**src/rtl/exmem_skid_stage_if.sv**
```systemverilog
// Handshake and bus bundle between a pipeline stage and its neighbours.
// The slave view belongs to the stage; the master view belongs to the surrounding pipeline.
interface exmem_skid_stage_if #(
    parameter int CTRL_W = 6,
    parameter int DATA_W = 262,
    parameter int CNT_W  = 16
);
    logic              in_valid;
    logic              in_ready;
    logic [CTRL_W-1:0] in_ctrl;
    logic [DATA_W-1:0] in_data;
    logic              flush;
    logic              out_valid;
    logic              out_ready;
    logic [CTRL_W-1:0] out_ctrl;
    logic [DATA_W-1:0] out_data;
    logic [1:0]        occupancy;
    logic [CNT_W-1:0]  stall_cnt;

    // Valid/ready: a transfer happens on a rising edge where valid and ready are both high;
    // the producer holds valid and its payload stable until that edge, and ready never
    // depends combinationally on valid.
    modport master (
        output in_valid, in_ctrl, in_data, flush, out_ready,
        input  in_ready, out_valid, out_ctrl, out_data, occupancy, stall_cnt
    );

    modport slave (
        input  in_valid, in_ctrl, in_data, flush, out_ready,
        output in_ready, out_valid, out_ctrl, out_data, occupancy, stall_cnt
    );
endinterface

```
**src/rtl/exmem_skid_stage.sv**
```systemverilog
// Pipeline-stage register with a two-entry skid buffer, synchronous flush,
// bubble-gated control output and a saturating downstream-stall counter.
module exmem_skid_stage #(
    parameter int CTRL_W = 6,
    parameter int DATA_W = 262,
    parameter int CNT_W  = 16
) (
    input  logic                clk,
    input  logic                reset,
    exmem_skid_stage_if.slave   pipe_if
);
    localparam logic [CNT_W-1:0] CNT_MAX = '1;

    logic              h_valid_q, h_valid_d;
    logic [CTRL_W-1:0] h_ctrl_q,  h_ctrl_d;
    logic [DATA_W-1:0] h_data_q,  h_data_d;
    logic              s_valid_q, s_valid_d;
    logic [CTRL_W-1:0] s_ctrl_q,  s_ctrl_d;
    logic [DATA_W-1:0] s_data_q,  s_data_d;
    logic [CNT_W-1:0]  stall_q,   stall_d;

    logic accept;
    logic consume;

    // in_ready comes straight from the skid flop, so there is no ready path back upstream.
    assign accept  = pipe_if.in_valid & ~s_valid_q;
    assign consume = h_valid_q & pipe_if.out_ready;

    always_comb begin
        h_valid_d = h_valid_q;
        h_ctrl_d  = h_ctrl_q;
        h_data_d  = h_data_q;
        s_valid_d = s_valid_q;
        s_ctrl_d  = s_ctrl_q;
        s_data_d  = s_data_q;
        if (pipe_if.flush) begin
            h_valid_d = 1'b0;
            s_valid_d = 1'b0;
        end else if (!h_valid_q) begin
            if (accept) begin
                h_valid_d = 1'b1;
                h_ctrl_d  = pipe_if.in_ctrl;
                h_data_d  = pipe_if.in_data;
            end
        end else if (consume) begin
            if (s_valid_q) begin
                h_ctrl_d  = s_ctrl_q;
                h_data_d  = s_data_q;
                s_valid_d = 1'b0;
            end else if (accept) begin
                h_ctrl_d  = pipe_if.in_ctrl;
                h_data_d  = pipe_if.in_data;
            end else begin
                h_valid_d = 1'b0;
            end
        end else if (accept) begin
            s_valid_d = 1'b1;
            s_ctrl_d  = pipe_if.in_ctrl;
            s_data_d  = pipe_if.in_data;
        end
    end

    always_comb begin
        stall_d = stall_q;
        if (h_valid_q && !pipe_if.out_ready && !pipe_if.flush && stall_q != CNT_MAX) begin
            stall_d = stall_q + 1'b1;
        end
    end

    always_ff @(posedge clk) begin
        if (reset) begin
            h_valid_q <= 1'b0;
            h_ctrl_q  <= '0;
            h_data_q  <= '0;
            s_valid_q <= 1'b0;
            s_ctrl_q  <= '0;
            s_data_q  <= '0;
            stall_q   <= '0;
        end else begin
            h_valid_q <= h_valid_d;
            h_ctrl_q  <= h_ctrl_d;
            h_data_q  <= h_data_d;
            s_valid_q <= s_valid_d;
            s_ctrl_q  <= s_ctrl_d;
            s_data_q  <= s_data_d;
            stall_q   <= stall_d;
        end
    end

    // A bubble must never present live control bits such as memWrite or regWrite.
    assign pipe_if.out_valid = h_valid_q;
    assign pipe_if.in_ready  = ~s_valid_q;
    assign pipe_if.out_ctrl  = h_ctrl_q & {CTRL_W{h_valid_q}};
    assign pipe_if.out_data  = h_data_q;
    assign pipe_if.occupancy = {1'b0, h_valid_q} + {1'b0, s_valid_q};
    assign pipe_if.stall_cnt = stall_q;
endmodule

```
**src/flat_wrapper.sv**
```systemverilog
// flat-port wrapper written by rule: the top's interface ports become plain ports
module exmem_skid_stage_flat 
#(
    parameter int CTRL_W = 6,
    parameter int DATA_W = 262,
    parameter int CNT_W  = 16
)
  (clk, reset, pipe_if_in_valid, pipe_if_in_ctrl, pipe_if_in_data, pipe_if_flush, pipe_if_out_ready, pipe_if_in_ready, pipe_if_out_valid, pipe_if_out_ctrl, pipe_if_out_data, pipe_if_occupancy, pipe_if_stall_cnt);
  exmem_skid_stage_if #(.CTRL_W(CTRL_W), .DATA_W(DATA_W), .CNT_W(CNT_W)) pipe_if_i ();
  input  logic clk;
  input  logic reset;
  input wire logic [$bits(pipe_if_i.in_valid)-1:0] pipe_if_in_valid;
  input wire logic [$bits(pipe_if_i.in_ctrl)-1:0] pipe_if_in_ctrl;
  input wire logic [$bits(pipe_if_i.in_data)-1:0] pipe_if_in_data;
  input wire logic [$bits(pipe_if_i.flush)-1:0] pipe_if_flush;
  input wire logic [$bits(pipe_if_i.out_ready)-1:0] pipe_if_out_ready;
  output wire logic [$bits(pipe_if_i.in_ready)-1:0] pipe_if_in_ready;
  output wire logic [$bits(pipe_if_i.out_valid)-1:0] pipe_if_out_valid;
  output wire logic [$bits(pipe_if_i.out_ctrl)-1:0] pipe_if_out_ctrl;
  output wire logic [$bits(pipe_if_i.out_data)-1:0] pipe_if_out_data;
  output wire logic [$bits(pipe_if_i.occupancy)-1:0] pipe_if_occupancy;
  output wire logic [$bits(pipe_if_i.stall_cnt)-1:0] pipe_if_stall_cnt;
  assign pipe_if_i.in_valid = pipe_if_in_valid;
  assign pipe_if_i.in_ctrl = pipe_if_in_ctrl;
  assign pipe_if_i.in_data = pipe_if_in_data;
  assign pipe_if_i.flush = pipe_if_flush;
  assign pipe_if_i.out_ready = pipe_if_out_ready;
  assign pipe_if_in_ready = pipe_if_i.in_ready;
  assign pipe_if_out_valid = pipe_if_i.out_valid;
  assign pipe_if_out_ctrl = pipe_if_i.out_ctrl;
  assign pipe_if_out_data = pipe_if_i.out_data;
  assign pipe_if_occupancy = pipe_if_i.occupancy;
  assign pipe_if_stall_cnt = pipe_if_i.stall_cnt;
  exmem_skid_stage #(.CTRL_W(CTRL_W), .DATA_W(DATA_W), .CNT_W(CNT_W)) u_core (.clk(clk), .reset(reset), .pipe_if(pipe_if_i));
endmodule
```
**config.mk**
```make
export PLATFORM = sky130hd
export DESIGN_NAME = exmem_skid_stage_flat
export DESIGN_NICKNAME = d
export VERILOG_FILES = /design/src/rtl/exmem_skid_stage_if.sv /design/src/rtl/exmem_skid_stage.sv /design/src/flat_wrapper.sv
export SDC_FILE = /design/constraint.sdc
export NUM_CORES = 1
export LEC_CHECK = 0
export BUFFER_PORTS_ARGS = -buffer_cell sky130_fd_sc_hd__buf_4
export CAP_MARGIN = 20
export CORE_UTILIZATION = 45
export DETAILED_ROUTE_END_ITERATION = 8
export GPL_ROUTABILITY_DRIVEN = 0
export MAX_ROUTING_LAYER = met4
export PLACE_DENSITY = 0.7
export SLEW_MARGIN = 15
export SYNTH_ARGS = -nofsm -noshare
export SYNTH_HDL_FRONTEND = slang
export SYNTH_SLANG_ARGS = --single-unit
export TNS_END_PERCENT = 5
```
**constraint.sdc**
```tcl
create_clock -name clk -period 4.05 [get_ports clk]
set_input_delay 0.2025 -clock clk [delete_from_list [all_inputs] [get_ports clk]]
set_output_delay 0.2025 -clock clk [all_outputs]
set_load 0.005 [all_outputs]
```
==> results of run 1 <==
## Yosys cell counts (all sizes together)
cell type / n
a2111oi: 1
a211oi: 269
a21oi: 282
a221oi: 1
and2: 6
and3: 2
and4: 1
buf: 8
clkbuf: 231
dfxtp: 554
ha: 2
inv: 4
mux2i: 1
nand2: 541
nand2b: 1
nand3: 6
nand4: 5
nor2: 273
nor3: 1
nor3b: 1
nor4: 2
o2111ai: 1
o21ai: 6
o22ai: 268
o31ai: 7
o41ai: 1
or2: 1
or3: 4
or3b: 1
or4: 8
xor2: 2
## layer usage
metal | global-route usage (%) | up-vias | share of wire (%)
li1 | - | 10200 | -
met1 | 36.2 | 10400 | 40
met2 | 47.7 | 925 | 47
met3 | 5.45 | 210 | 7.3
met4 | 15.8 | 0 | 5.0
met5 | - | - | 0
## area by class of cell
cell class              instances  area [sq um]  area share, %
flip-flops and latches        554         11100           37.2
multi-input cells            1694          8670           29.1
repair buffers                858          7330           24.6
clock buffers                  83          1690           5.65
well taps                     600           751           2.52
clock inverters                24           263          0.881
diodes                         11          27.5         0.0923
inverters                       4          15.0         0.0503
## critical path: stages (launching register included)
cell	delay [ns]
dfxtp_1	0.71
nor3b_1	0.66
nand3_4	0.62
buf_4	0.51
nand2_1	0.12
a21oi_1	0.08
## worst max-delay path by stage
stage,startpoint,end,depth (start not counted),slack (ns)
finish,u_core.pipe_if.out_valid$_SDFF_PP0_,u_core.s_data_q[231]$_SDFFE_PP0P_,5,1.16
global route,u_core.pipe_if.out_valid$_SDFF_PP0_,u_core.s_data_q[222]$_SDFFE_PP0P_,5,0.95
CTS,u_core.pipe_if.out_valid$_SDFF_PP0_,u_core.s_data_q[231]$_SDFFE_PP0P_,5,1.24
detailed placement,u_core.pipe_if.out_valid$_SDFF_PP0_,u_core.s_ctrl_q[0]$_SDFFE_PP0P_,5,1.25
global placement,u_core.pipe_if.out_valid$_SDFF_PP0_,u_core.s_ctrl_q[0]$_SDFFE_PP0P_,5,1.34
floorplan,u_core.pipe_if.out_valid$_SDFF_PP0_,u_core.pipe_if.stall_cnt[15]$_SDFFE_PP0P_,4,2.01
## state kept, by name, summed over array words and instances, names as in the netlist
signal / flops
u_core.pipe_if.out_valid: 1
u_core.s_valid_q: 1
u_core.s_data_q: 262
u_core.pipe_if.stall_cnt: 16
u_core.h_ctrl_q: 6
u_core.pipe_if.out_data: 262
u_core.s_ctrl_q: 6
## where the power goes
group / internal [mW] / switching [mW]
logic: 0.793 / 0.736
clock network: 3.21 / 2.23
registers: 5.66 / 0.123
total: 9.66 / 3.09
## through the flow
stage                     worst slack [ns]  power (mW)  cells
after global placement                1.34        7.14   3439
after CTS                             1.24        12.8   3817
final                                 1.16        12.8   3828
after global routing                 0.952        13.2   3825
after detailed placement              1.25        7.17   3439
after floorplan                       2.01        6.44   2491
## logic make-up after synthesis
family,count (synthesis)
and+or+nand+nor,853
AOI/OAI and AO/OA,836
DFF,554
buffers and inverters,243
xor gates and xnor gates,2
adders and majority gates,2
muxes,1
## repair_timing
item,4_1_cts,5_1_grt
hold buffers,271,0
buffers inserted,0,0
resized for setup,0,0
endpoints found under the hold margin,514,0
==> flow_metrics.py, run 1 <==
metrics = {
    "outcome": {
        "status": "finished, final reports clean",
    },
    "synth": {
        "synth_compound_area_share_pct": 25.4,
        "synth_top_cell_area_share_pct": 53.8,
        "yosys_warnings": 0,
        "synth_cells": 2491,
        "synth_top_area_cell": "dfxtp_1",
        "synth_area_sq_um": 20600,
        "synth_mux_area_share_pct": 0.0486,
        "synthTopCellsByArea": "dfxtp_1, nand2_1, a211oi_1, o22ai_1, a21oi_1",
        "seq_area_frac_synth_pct": 53.8,
        "syn_area_per_cell_sq_um": 8.27,
        "synthAdderAreaFrac_pct": 0.121,
        "synthXorXnorAreaFrac_pct": 0.0850,
        "synth-seq-cells": 554,
        "synth-simple-area-share_pct": 16.1,
        "yosysUniqueCellTypes": 33,
        "synth_top_family_by_area": "compound AO/OA/AOI/OAI gates",
        "mappedNetlistNets": 2766,
    },
    "clocking": {
        "cts.clk_slew.worst_paths_ns": 0.06,
        "cts_buffer_depth": 3,
        "clk_latency_ns": 0.61,
        "cts_sinks": 554,
        "htreeDepth": 2,
        "root_buffer": "clkbuf_16",
        "cts_buffers": 57,
        "tritoncts": "built",
    },
    "detailed_routing": {
        "viasPerCell": 5.66,
        "post_drt_wl_per_cell_um": 18.8,
        "drc_errors": 0,
        "drt-total-wl_mm": 71.9,
        "firstDrtPassIters": 6,
        "num_vias": 21700,
        "drtAntennaViolNets": 0,
        "drt-initial-drc-count": 1954,
    },
    "worst_setup_path": {
        "cp.required_ns": 4.50,
        "cp.arrival_ns": 3.34,
        "start_kind": "register",
        "reg2reg_to": "u_core.s_data_q[231]$_SDFFE_PP0P_",
        "r2r-start": "u_core.pipe_if.out_valid$_SDFF_PP0_",
        "crit_path_end_kind": "register",
        "reg2regPathDepth": 5,
        "reg2reg_slack_ns": 1.16,
        "worstPathMaxFanout": 44,
        "worstSetupPathType": "reg -> reg",
    },
    "sta": {
        "timing.final.crit_share_pct": 71.4,
        "min_period_ns": 2.89,
        "timing.fmax_mhz": 346,
        "finalSetupViolCount": 0,
        "maxSlewViolCount": 0,
        "hold_viol_final": 0,
        "relSlewSlack_pct": 26.4,
        "tns_ns": 0,
        "rsz0062_at_grt": "false",
        "hold_ws_ns": 0.0653,
        "skew_ns": 0.0130,
        "worstMarginPinSlew_ns": 1.10,
    },
    "die": {
        "die_area_sq_um": 46600,
        "floorplan.initialDensity_pct": 45.5,
        "ios": 561,
        "fp.dieH_um": 216,
        "core_area_sq_um": 45300,
        "die_width_um": 216,
        "placementRows": 78,
    },
    "grt": {
        "grt_pass1_wl_mm": 111,
        "gr-total-overflow": 0,
        "antenna_found_initial": 8,
        "grt_util_all_layers_pct": 30.0,
        "grt_pass1_vias": 20800,
        "grt_max_degree": 177,
    },
    "hold_path": {
        "hold_class": "in -> reg",
        "holdCritStartpoint": "reset",
        "holdPathEnd": "u_core.s_data_q[202]$_SDFFE_PP0P_",
        "whs_path_depth": 2,
    },
    "placed_design": {
        "port_buffers": 560,
        "dp_hpwl_mm": 42.0,
        "post_dp_cell_area_sq_um": 25100,
    },
    "cells_and_area": {
        "nNetsFinal": 3444,
        "drive_gt1_share_pct": 21.5,
        "layout_common_cells": "buf_4, dfxtp_1, nand2_1",
        "fill_cells": 3541,
        "fin_util_pct": 65.9,
        "fin_area_sq_um": 29800,
        "final_common_cell": "buf_4",
        "syn_to_final_growth_pct": 44.8,
    },
    "power": {
        "irDropWorstVdd_uv": 360,
        "p_per_area_nw_per_um2": 427,
        "p_leak_nw": 11.5,
    },
    "run": {
        "cap_violations": 0,
    },
}
Note: power is estimated with default switching activity, not from simulation.
==> run 2: changes to the inputs <==
PLACE_DENSITY = 0.73   (was 0.7)
clock period = 2.4 ns   (was 4.05 ns; I/O delays follow)
==> flow_metrics.py, run 2 (same netlist as run 1, synthesis figures left out) <==
metrics = {
    "outcome": {
        "status": "finished, final reports clean",
    },
    "worst_setup_path": {
        "start_kind": "register",
        "worstSetupStartpoint": "u_core.pipe_if.out_valid$_SDFF_PP0_",
        "max_stage_delay_ns": 0.52,
        "cp_cell_sequence": "buf_4 -> nand2_4 -> buf_12 -> o22ai_1 -> a211oi_1",
        "cp_top_family": "buffers and inverters",
        "r2r-start": "u_core.pipe_if.out_valid$_SDFF_PP0_",
        "worstPathMaxFanout": 196,
        "crit_path_end_kind": "register",
        "crit_path_top_delay_cell": "buf_12",
        "worstSetupPathType": "reg -> reg",
        "reg2reg_to": "u_core.pipe_if.out_data[101]$_SDFFE_PP0P_",
        "crit_buf_inv": 2,
        "reg2reg_slack_ns": 0.19,
        "cp.required_ns": 2.91,
        "cp.arrival_ns": 2.72,
        "reg2regPathDepth": 5,
    },
    "hold_path": {
        "holdCritStartpoint": "reset",
        "whs_path_depth": 2,
        "hold_class": "in -> reg",
        "holdPathEnd": "u_core.pipe_if.stall_cnt[8]$_SDFFE_PP0P_",
    },
    "power": {
        "p_leak_nw": 11.6,
        "seq_power_share_pct": 45.5,
        "power_switching_share_pct": 24.1,
        "power_mw": 21.5,
        "p_clk_share_pct": 42.2,
        "p_comb_share_pct": 12.3,
        "p_per_area_nw_per_um2": 714,
        "p_switching_mw": 5.17,
        "internal-power_mw": 16.3,
        "irDropWorstVdd_uv": 562,
    },
    "placed_design": {
        "port_buffers": 560,
        "dp_hpwl_mm": 41.7,
        "dpl_worst_slack_ns": 0.332,
    },
    "cells_and_area": {
        "nNetsFinal": 3461,
        "syn_to_final_growth_pct": 45.9,
        "final_common_cell": "buf_4",
        "layout_common_cells": "buf_4, dfxtp_1, nand2_1",
        "drive_gt1_share_pct": 21.6,
        "fill_cells": 3409,
        "fin_util_pct": 66.4,
    },
    "clocking": {
        "cts.clk_slew.worst_paths_ns": 0.06,
        "tritoncts": "built",
        "htreeDepth": 2,
        "cts_sinks": 554,
        "cts_buffer_depth": 3,
        "clk_latency_ns": 0.61,
        "root_buffer": "clkbuf_16",
        "cts_buffers": 58,
    },
    "grt": {
        "grt_pass1_vias": 21400,
        "grt_util_all_layers_pct": 30.7,
        "grt_max_degree": 197,
        "gr-total-overflow": 0,
        "grt_pass1_wl_mm": 114,
        "antenna_found_initial": 6,
    },
    "sta": {
        "tns_ns": 0,
        "timing.final.crit_share_pct": 91.9,
        "hold_ws_ns": 0.0810,
        "rsz0062_at_grt": "false",
        "min_period_ns": 2.21,
        "hold_viol_final": 0,
        "finalSetupViolCount": 0,
        "worstMarginPinSlew_ns": 1.20,
        "relSlewSlack_pct": 20.1,
        "maxSlewViolCount": 0,
        "timing.fmax_mhz": 453,
        "fin_ws_ns": 0.195,
        "skew_ns": 0.0157,
    },
    "detailed_routing": {
        "viasPerCell": 5.72,
        "drt-initial-drc-count": 2043,
        "drc_errors": 0,
        "drt-total-wl_mm": 73.0,
        "drtAntennaViolNets": 0,
        "num_vias": 22000,
        "firstDrtPassIters": 5,
        "post_drt_wl_per_cell_um": 19.0,
    },
    "die": {
        "ios": 561,
        "die_width_um": 216,
        "fp.dieH_um": 216,
        "core_area_sq_um": 45300,
        "floorplan.initialDensity_pct": 45.5,
        "placementRows": 78,
        "die_area_sq_um": 46600,
    },
    "run": {
        "cap_violations": 0,
    },
}
run 2: timing repair:
item	in CTS	in global routing
hold buffers	271	0
resized for setup	0	0
endpoints found under the hold margin	538	0
buffers inserted	0	0
run 2: worst reg2reg max path, delay by kind of cell (launching register included):
kind,cells,cell delay (ns)
AO/OA/AOI/OAI,2,0.97
buffers and inverters,2,0.72
flip-flops,1,0.31
AND/OR/NAND/NOR,1,0.12
run 2: power by group through the flow:
stage	registers [mW]	clock network [mW]	logic (mW)
detailed placement	9.96	0	2.19
finish	9.77	9.06	2.63
global placement	9.94	0	2.15
floorplan	9.95	0	0.915
global route	9.79	9.57	2.81
CTS	9.76	9.17	2.58
run 2: metrics by stage:
step           cell area (sq um)  instances
5_1_grt                    30000       3841
3_3_place_gp               25400       3455
4_1_cts                    30000       3835
3_5_place_dp               25400       3455
6_report                   30100       3844
2_1_floorplan              20600       2491
run 2: worst max path at each step:
| stage | end | cells past startpoint |
|---|---|---|
| finish | u_core.pipe_if.out_data[101]$_SDFFE_PP0P_ | 5 |
| global route | u_core.pipe_if.out_data[101]$_SDFFE_PP0P_ | 5 |
| floorplan | u_core.pipe_if.stall_cnt[15]$_SDFFE_PP0P_ | 4 |
| detailed placement | u_core.pipe_if.stall_cnt[15]$_SDFFE_PP0P_ | 4 |
| CTS | u_core.pipe_if.stall_cnt[15]$_SDFFE_PP0P_ | 4 |
| global placement | u_core.pipe_if.stall_cnt[15]$_SDFFE_PP0P_ | 4 |
run 2: per-layer routing:
metal | GRT usage (%) | part of all wire [%]
met1 | 36.6 | 40
met2 | 48.7 | 48
met3 | 6.57 | 8.0
met4 | 16.0 | 4.9
met5 | - | 0
run 2: layout make-up:
class | count | area (sq um) | area share (%)
Antenna cell | 9 | 22.5 | 0.0749
Inverter | 4 | 15.0 | 0.0500
Timing Repair Buffer | 874 | 7570 | 25.2
Tap cell | 600 | 751 | 2.50
Clock buffer | 100 | 1830 | 6.10
Sequential cell | 554 | 11100 | 36.9
Clock inverter | 9 | 108 | 0.358
Multi-Input combinational cell | 1694 | 8660 | 28.8
